==> src/rtl/key_event_encoder.sv <==
// Turns debounced key levels into press/release events, scanning one key per clock,
// and queues them in a first-word-fall-through FIFO behind a valid/ready interface.
module key_event_encoder #(
    parameter int KEYS  = 61,
    parameter int IDX_W = 6,
    parameter int DEPTH = 16,
    parameter int AW    = 4
) (
    input  logic             clk_i,
    input  logic             rst_i,
    input  logic [KEYS-1:0]  keys_i,
    output logic             evt_valid_o,
    input  logic             evt_ready_i,
    output logic [IDX_W-1:0] evt_key_o,
    output logic             evt_press_o,
    output logic [AW:0]      fifo_count_o,
    output logic             defer_o,
    input  logic             clr_defer_i
);

    localparam logic [IDX_W-1:0] LAST_IDX = IDX_W'(KEYS - 1);
    localparam logic [IDX_W-1:0] IDX_ONE  = IDX_W'(1);
    localparam logic [AW-1:0]    PTR_ONE  = AW'(1);
    localparam logic [AW:0]      CNT_ONE  = (AW + 1)'(1);
    localparam logic [AW:0]      FULL_CNT = (AW + 1)'(DEPTH);

    logic [KEYS-1:0]  r_prev;
    logic [IDX_W-1:0] r_scan;
    logic [AW-1:0]    r_wr_ptr;
    logic [AW-1:0]    r_rd_ptr;
    logic [AW:0]      r_count;
    logic             r_defer;
    logic [IDX_W:0]   r_mem [DEPTH];

    logic             w_key_now;
    logic             w_change;
    logic             w_pop;
    logic             w_can_accept;
    logic             w_push;
    logic [AW:0]      w_count_nxt;
    logic [IDX_W:0]   w_head;

    // Only the visited key is compared, so a glitch between visits is invisible.
    always_comb begin
        w_key_now    = keys_i[r_scan];
        w_change     = (w_key_now != r_prev[r_scan]);
        w_pop        = evt_valid_o && evt_ready_i;
        w_can_accept = (r_count != FULL_CNT) || w_pop;
        w_push       = w_change && w_can_accept;
    end

    // NOTE: every variable gets a default at the top of the block, so no path leaves it unassigned and no latch is inferred.
    always_comb begin
        w_count_nxt = r_count;
        if (w_push && !w_pop) begin
            w_count_nxt = r_count + CNT_ONE;
        end else if (!w_push && w_pop) begin
            w_count_nxt = r_count - CNT_ONE;
        end
    end

    // NOTE: state registers use non-blocking assignments so every flop samples pre-edge values regardless of statement order.
    always_ff @(posedge clk_i or posedge rst_i) begin
        if (rst_i) begin
            r_prev   <= '0;
            r_scan   <= '0;
            r_wr_ptr <= '0;
            r_rd_ptr <= '0;
            r_count  <= '0;
            r_defer  <= 1'b0;
        end else begin
            r_scan  <= (r_scan == LAST_IDX) ? '0 : r_scan + IDX_ONE;
            r_count <= w_count_nxt;
            if (w_push) begin
                r_prev[r_scan] <= w_key_now;
                r_wr_ptr       <= r_wr_ptr + PTR_ONE;
            end
            if (w_pop) begin
                r_rd_ptr <= r_rd_ptr + PTR_ONE;
            end
            // A blocked change keeps its snapshot so the next visit retries it.
            if (w_change && !w_can_accept) begin
                r_defer <= 1'b1;
            end else if (clr_defer_i) begin
                r_defer <= 1'b0;
            end
        end
    end

    // NOTE: the event storage has no reset; stale entries are never visible because the head is masked while the FIFO is empty.
    always_ff @(posedge clk_i) begin
        if (w_push) begin
            r_mem[r_wr_ptr] <= {r_scan, w_key_now};
        end
    end

    always_comb begin
        w_head       = r_mem[r_rd_ptr];
        evt_valid_o  = (r_count != '0);
        evt_key_o    = evt_valid_o ? w_head[IDX_W:1] : '0;
        evt_press_o  = evt_valid_o ? w_head[0] : 1'b0;
        fifo_count_o = r_count;
        defer_o      = r_defer;
    end

endmodule
==> config.mk <==
export PLATFORM = sky130hd
export DESIGN_NAME = key_event_encoder
export DESIGN_NICKNAME = d
export VERILOG_FILES = /design/src/rtl/key_event_encoder.sv
export SDC_FILE = /design/constraint.sdc
export NUM_CORES = 1
export LEC_CHECK = 0
export ABC_CLOCK_PERIOD_IN_PS = 9900
export CORE_MARGIN = 2
export CORE_UTILIZATION = 40
export DETAILED_ROUTE_END_ITERATION = 16
export PLACE_DENSITY_LB_ADDON = 0.15
export SLEW_MARGIN = 30
export SYNTH_ARGS = -nofsm -noshare
export SYNTH_HDL_FRONTEND = slang
export SYNTH_SLANG_ARGS = --single-unit
==> constraint.sdc <==
create_clock -name clk_i -period 9.9 [get_ports clk_i]
set_input_delay 0.99 -clock clk_i [delete_from_list [all_inputs] [get_ports clk_i]]
set_output_delay 0.99 -clock clk_i [all_outputs]
set_load 0.005 [all_outputs]
Yosys cells after proc, flatten, opt, wreduce, memory -nomap -nowiden
Memory sizes are Yosys's and may differ from the RTL's.
Index checks and enable logic that the tools add are counted.
{"block": "word_totals", "wordCells": 46, "register_bits": 81, "inputBits": 65, "latch_bits": 0, "ramBits": 112, "out_inout_bits": 14, "n_memories": 1, "romBits": 0}
{"block": "op_classes", "n_lt_le_gt_ge": 2, "n_eq_ne": 3, "n_reduce_logical": 13, "div": 0, "shifts": 0, "bitwise": 0, "addsub": 5, "mux": 16, "n_mul": 0}
{"memory": "r_mem", "depth": 16, "width": 7, "rd": 1, "rd_ports_with_merged_regs": 0, "wr": 1, "line_no": "33", "source": "logic [IDX_W:0] r_mem [DEPTH];"}
{"cell": "$bwmux W61", "count": 1}
{"cell": "$bmux W1 S6", "count": 2}
{"cell": "$mux W6", "count": 2}
{"cell": "$mux W5", "count": 2}
{"cell": "$add A4 B1 Y4 const B", "count": 2}
{"cell": "$mux W1", "count": 8}
{"cell": "$lt A6 B7 Y1 const B", "count": 1}
{"cell": "$add A6 B1 Y6 const B", "count": 1}
{"cell": "$demux W1 S6", "count": 1}
{"cell": "$eq A6 B6 Y1 const B", "count": 1}
{"cell": "$ge A6 B1 Y1 const B", "count": 1}
{"cell": "$logic_and A1 B1 Y1", "count": 6}
{"cell": "$add A5 B1 Y5 const B", "count": 1}
{"cell": "$ne A5 B5 Y1 const B", "count": 1}
{"cell": "$reduce_bool A5 Y1", "count": 1}
{"cell": "$sub A5 B1 Y5 const B", "count": 1}
{"cell": "$reduce_bool A2 Y1", "count": 2}
{"cell": "$logic_not A1 Y1", "count": 3}
{"cell": "$logic_or A1 B1 Y1", "count": 1}
{"cell": "$ne A1 B1 Y1", "count": 1}

Longest topological paths before layout
{"block": "depth", "word_depth": 8, "depth_mapped": 22, "ltp_nobuf": 16}

Worst setup path before layout
No wires, ideal clock.
{"block": "synth_path", "path_type": "input-to-reg", "start": "input port keys_i[5]", "end": "register r_count[4] (netlist: fifo_count_o[4])", "path_stages": 19, "t_required_ns": 9.775, "arrival_time_ns": 4.406, "setup_ns": 0.125, "n_path_buf": 3, "setup_slack_ns": 5.369, "cell_sequence": "mux2_1 -> a221o_1 -> a22oi_1 -> o22ai_1 -> or4_1 -> buf_2 -> xnor2_1 -> buf_4 -> nand2_2 -> buf_2 -> inv_1 -> ha_1 -> inv_1 -> ha_1 -> a21o_1 -> a21oi_1 -> xnor2_1 -> nor2_1 -> xor2_1"}
{"block": "synth_between", "elab_chain_len": 7, "elab_cells_between_ends": 9, "classes_between": "1 x eq/ne; 3 x mux; 5 x reduce/logical"}
{"element": "from (decl)", "line_no": "11", "source": "input logic [KEYS-1:0] keys_i,"}
{"element": "$bmux W1 S6 *", "line_no": "45", "source": "w_key_now = keys_i[r_scan];"}
{"element": "$mux W1 (implied by the code) *", "line_no": "45"}
{"element": "$ne A1 B1 Y1 *", "line_no": "46", "source": "w_change = (w_key_now != r_prev[r_scan]);"}
{"element": "$logic_and A1 B1 Y1 *", "line_no": "49", "source": "w_push = w_change && w_can_accept;"}
{"element": "net w_push", "line_no": "39", "source": "logic w_push;"}
{"element": "$logic_not A1 Y1", "line_no": "57", "source": "end else if (!w_push && w_pop) begin"}
{"element": "$logic_and A1 B1 Y1", "line_no": "57"}
{"element": "$reduce_bool A2 Y1 (no line)"}
{"element": "to (signal assigned)", "line_no": "73", "source": "r_count <= w_count_nxt;"}
{"element": "to (decl)", "line_no": "31", "source": "logic [AW:0] r_count;"}
Mark *: on every way through the listed nets, which the timed path passes. The rest lies on a longest branch. The select of a mux whose other input is x is not followed.
A chain may end at the register's enable or synchronous reset.

Final worst setup path
{"block": "layout_path", "start": "register r_scan[2]", "end": "register r_count[4] (netlist: fifo_count_o[4])"}
{"block": "layout_between", "elab_chain_len": 7, "elab_cells_between_ends": 11, "classes_between": "1 x eq/ne; 5 x mux; 5 x reduce/logical"}
{"element": "from (decl)", "line_no": "28", "source": "logic [IDX_W-1:0] r_scan;"}
{"element": "from (signal assigned)", "line_no": "72", "source": "r_scan <= (r_scan == LAST_IDX) ? '0 : r_scan + IDX_ONE;"}
{"element": "$bmux W1 S6, on equally long branches", "line_no": "45, 46"}
{"element": "$mux W1, on equally long branches", "line_no": "45, 46"}
{"element": "$ne A1 B1 Y1 *", "line_no": "46"}
{"element": "$logic_and A1 B1 Y1 *", "line_no": "49"}
{"element": "net w_push", "line_no": "39"}
{"element": "$logic_not A1 Y1", "line_no": "57"}
{"element": "$logic_and A1 B1 Y1", "line_no": "57"}
{"element": "$reduce_bool A2 Y1 (no line)"}
Marks and branches as above.

==> reports/results.ini <==
[logic_synthesis]
synth_top_area_share = 0.3548
syn-cell-area_sq_um = 9479
ys_async_sr_fraction = 0.4197
synth.most_common_cell = edfxtp_1
synth_area_leaders = edfxtp_1, dfrtp_1, mux4_2
ys_ff_latch = 193
ys.flop_type = edfxtp_1
synth_common_cells = edfxtp_1, dfrtp_1, nand2_1
syn_avg_cell_area_sq_um = 13.76
seq_area_frac_synth = 0.5686
synth_nets = 767
synthCells = 689
synth-edff-count = 112
yosys.cell_types.count = 56
yosysWarnings = 0
synth_area_leader_cell = edfxtp_1

[placed_design]
gp_congestion = 0.8132
dp_hpwl_um = 14990
place_area_sq_um = 10560
io_buffer_count = 78

[worst_setup_path]
cp.arrival_ps = 5870
end_kind = flip-flop
cp_max_fo = 78
r2r-start = r_scan[2]
r2r_slack_ps = 4350
crit_type = reg -> reg
setup.worst_path.start = r_scan[2]
startpoint_type = flip-flop
required_ps = 10220

[clock_tree]
clkTransAtPathRegs_ps = 70
post-cts-setup-buffers = 0
root_buffer = clkbuf_16
cts_buffers = 17
ctsResizeCount = 0
clkLatencyLatePin_ps = 440
cts_hold_buffers = 0
clock_sinks = 193
htree_levels = 4
clock_path_buffers = 2
cts_tree = done

[cells_and_area]
n_antenna_cell = 0
postLayoutCoreUtil = 0.4780
final_cell_area_sq_um = 11190
drive_above_1_share = 0.2132
area_growth_pct = 18.02
nNetsFinal = 820

[grt]
grt_pass1_vias = 6415
grt_max_degree = 82
antenna_found_initial = 0
grt_util_all_layers = 0.1970
grt_overflow_total = 0
grt_pass1_wl_um = 36880

[floorplan]
dieArea_sq_um = 24950
die_w_um = 157.9
fp-row-count = 56
boundaryPins = 79
initial_core_util = 0.4050
core_sq_um = 23400
die-height_um = 157.9

[timing]
finalSetupViolCount = 0
post-route-period-util = 0.5604
rsz0062_at_grt = no
fmax_ghz = 0.1802
finalCriticalPeriod_ps = 5548
worst_pin_slew_ps = 947.9
skew_ps = 18.54
final_hold_viol_count = 0
relSlewSlack = 0.3667
report.final.slew_viol_count = 0
fin_tns_setup_ps = 0

[power_and_ir_drop]
peakVddDrop_v = 0.0001145
p_leak_nw = 4.007
p_per_area_nw_per_um2 = 207.1

[detailed_routing]
ant_nets = 0
drtPass1Iterations = 5
drc = 0
wire_per_inst_um = 21.41
first_iter_violations = 403
avgViaCountPerCell = 5.710
vias = 6133
wl_um = 22990

[worst_hold_path]
min_from = r_prev[3]
hold_class = reg -> reg

[status]
status = finished, final reports clean

[job]
maxCapViolCount = 0

## cells in the final DEF, fill, tap and decap left out, types with 8 or more instances in the layout
cell type        netlist  layout
edfxtp_1             112     112
clkdlybuf4s50_1        0      78
dfrtp_1               81      77
nand2_1               57      57
mux2_2                47      47
mux4_2                45      45
nor3_1                43      35
nand4_1               30      30
mux2_1                24      24
clkbuf_16              0      17
mux2i_1               15      15
buf_4                  5      15
nor2_1                13      13
o21ai_0               13      13
ha_1                  12      12
inv_1                 12      11
and2_1                11      11
a21oi_1               10      10
nand3_1                9       9
xnor2_1               10       9
nor3_2                 0       8
## worst paths after layout
path	depth (start not counted)	endpoint
min in group asynchronous	3	fifo_count_o[0]
worst min register to register	1	r_prev[3]
worst min-delay path	1	r_prev[3]
max in group asynchronous	3	r_scan[2]
worst max register to register	18	fifo_count_o[4]
worst max-delay path	18	fifo_count_o[4]
## worst max-delay path, cell delays in order (launching register included)
cell	delay (ps)
dfrtp_2	940
buf_4	570
nor2b_1	170
a22o_1	220
a221oi_1	310
o22ai_1	100
or4_2	660
buf_4	370
xnor2_2	250
nand2_2	360
inv_1	110
ha_1	250
inv_1	140
ha_1	260
a21o_1	180
a21oi_1	170
xnor2_1	130
nor2_1	70
xor2_1	150
## area by class of cell
cell class | instances | area (sq um)
Inverter | 13 | 50.05
Clock buffer | 18 | 429.2
Tap cell | 319 | 399.1
Sequential cell | 193 | 5398
Fill cell | 2107 | 12220
Multi-Input combinational cell | 423 | 3816
Clock inverter | 14 | 190.2
Timing Repair Buffer | 94 | 904.6
## per-stage QoR
| stage | total power, mW | hold WS, ps | cells | setup slack [ps] |
|---|---|---|---|---|
| final | 2.316 | 491.4 | 1074 | 4352 |
| after global routing | 2.444 | 515.0 | 1074 | 3886 |
| after CTS | 2.353 | 497.6 | 1074 | 4361 |
| after detailed placement | 1.640 | 480.2 | 1042 | 4305 |
| after global placement | 1.618 | 471.5 | 1042 | 4407 |
| after floorplan | 1.405 | 458.7 | 689 | 5369 |
## registers in the layout (all words and copies together) (netlist names)
name	count
defer_o	1
fifo_count_o	5
r_mem	112
r_prev	61
r_rd_ptr	4
r_scan	6
r_wr_ptr	4
## cells by family after synthesis
| logic type | count (synthesis) | share of synthesized area |
|---|---|---|
| and+or+nand+nor | 201 | 0.1118 |
| DFF | 193 | 0.5686 |
| muxes | 131 | 0.2071 |
| buffers and inverters | 73 | 0.03405 |
| AOI/OAI and AO/OA | 66 | 0.04937 |
| adders and majority gates | 13 | 0.01795 |
| xor gates and xnor gates | 12 | 0.01109 |
## power by group
part | total [mW] | internal (mW) | switching [mW]
Clock | 0.710 | 0.387 | 0.323
Combinational | 0.547 | 0.334 | 0.213
Sequential | 1.06 | 0.935 | 0.125
Total | 2.32 | 1.66 | 0.661
## metal layers
layer | global-route usage | share of wire
met5 | 0 | 0
met4 | 0.05062 | 0.015
met3 | 0.03860 | 0.044
met2 | 0.3395 | 0.51
met1 | 0.2561 | 0.43
(Power assumes the default switching activity.)
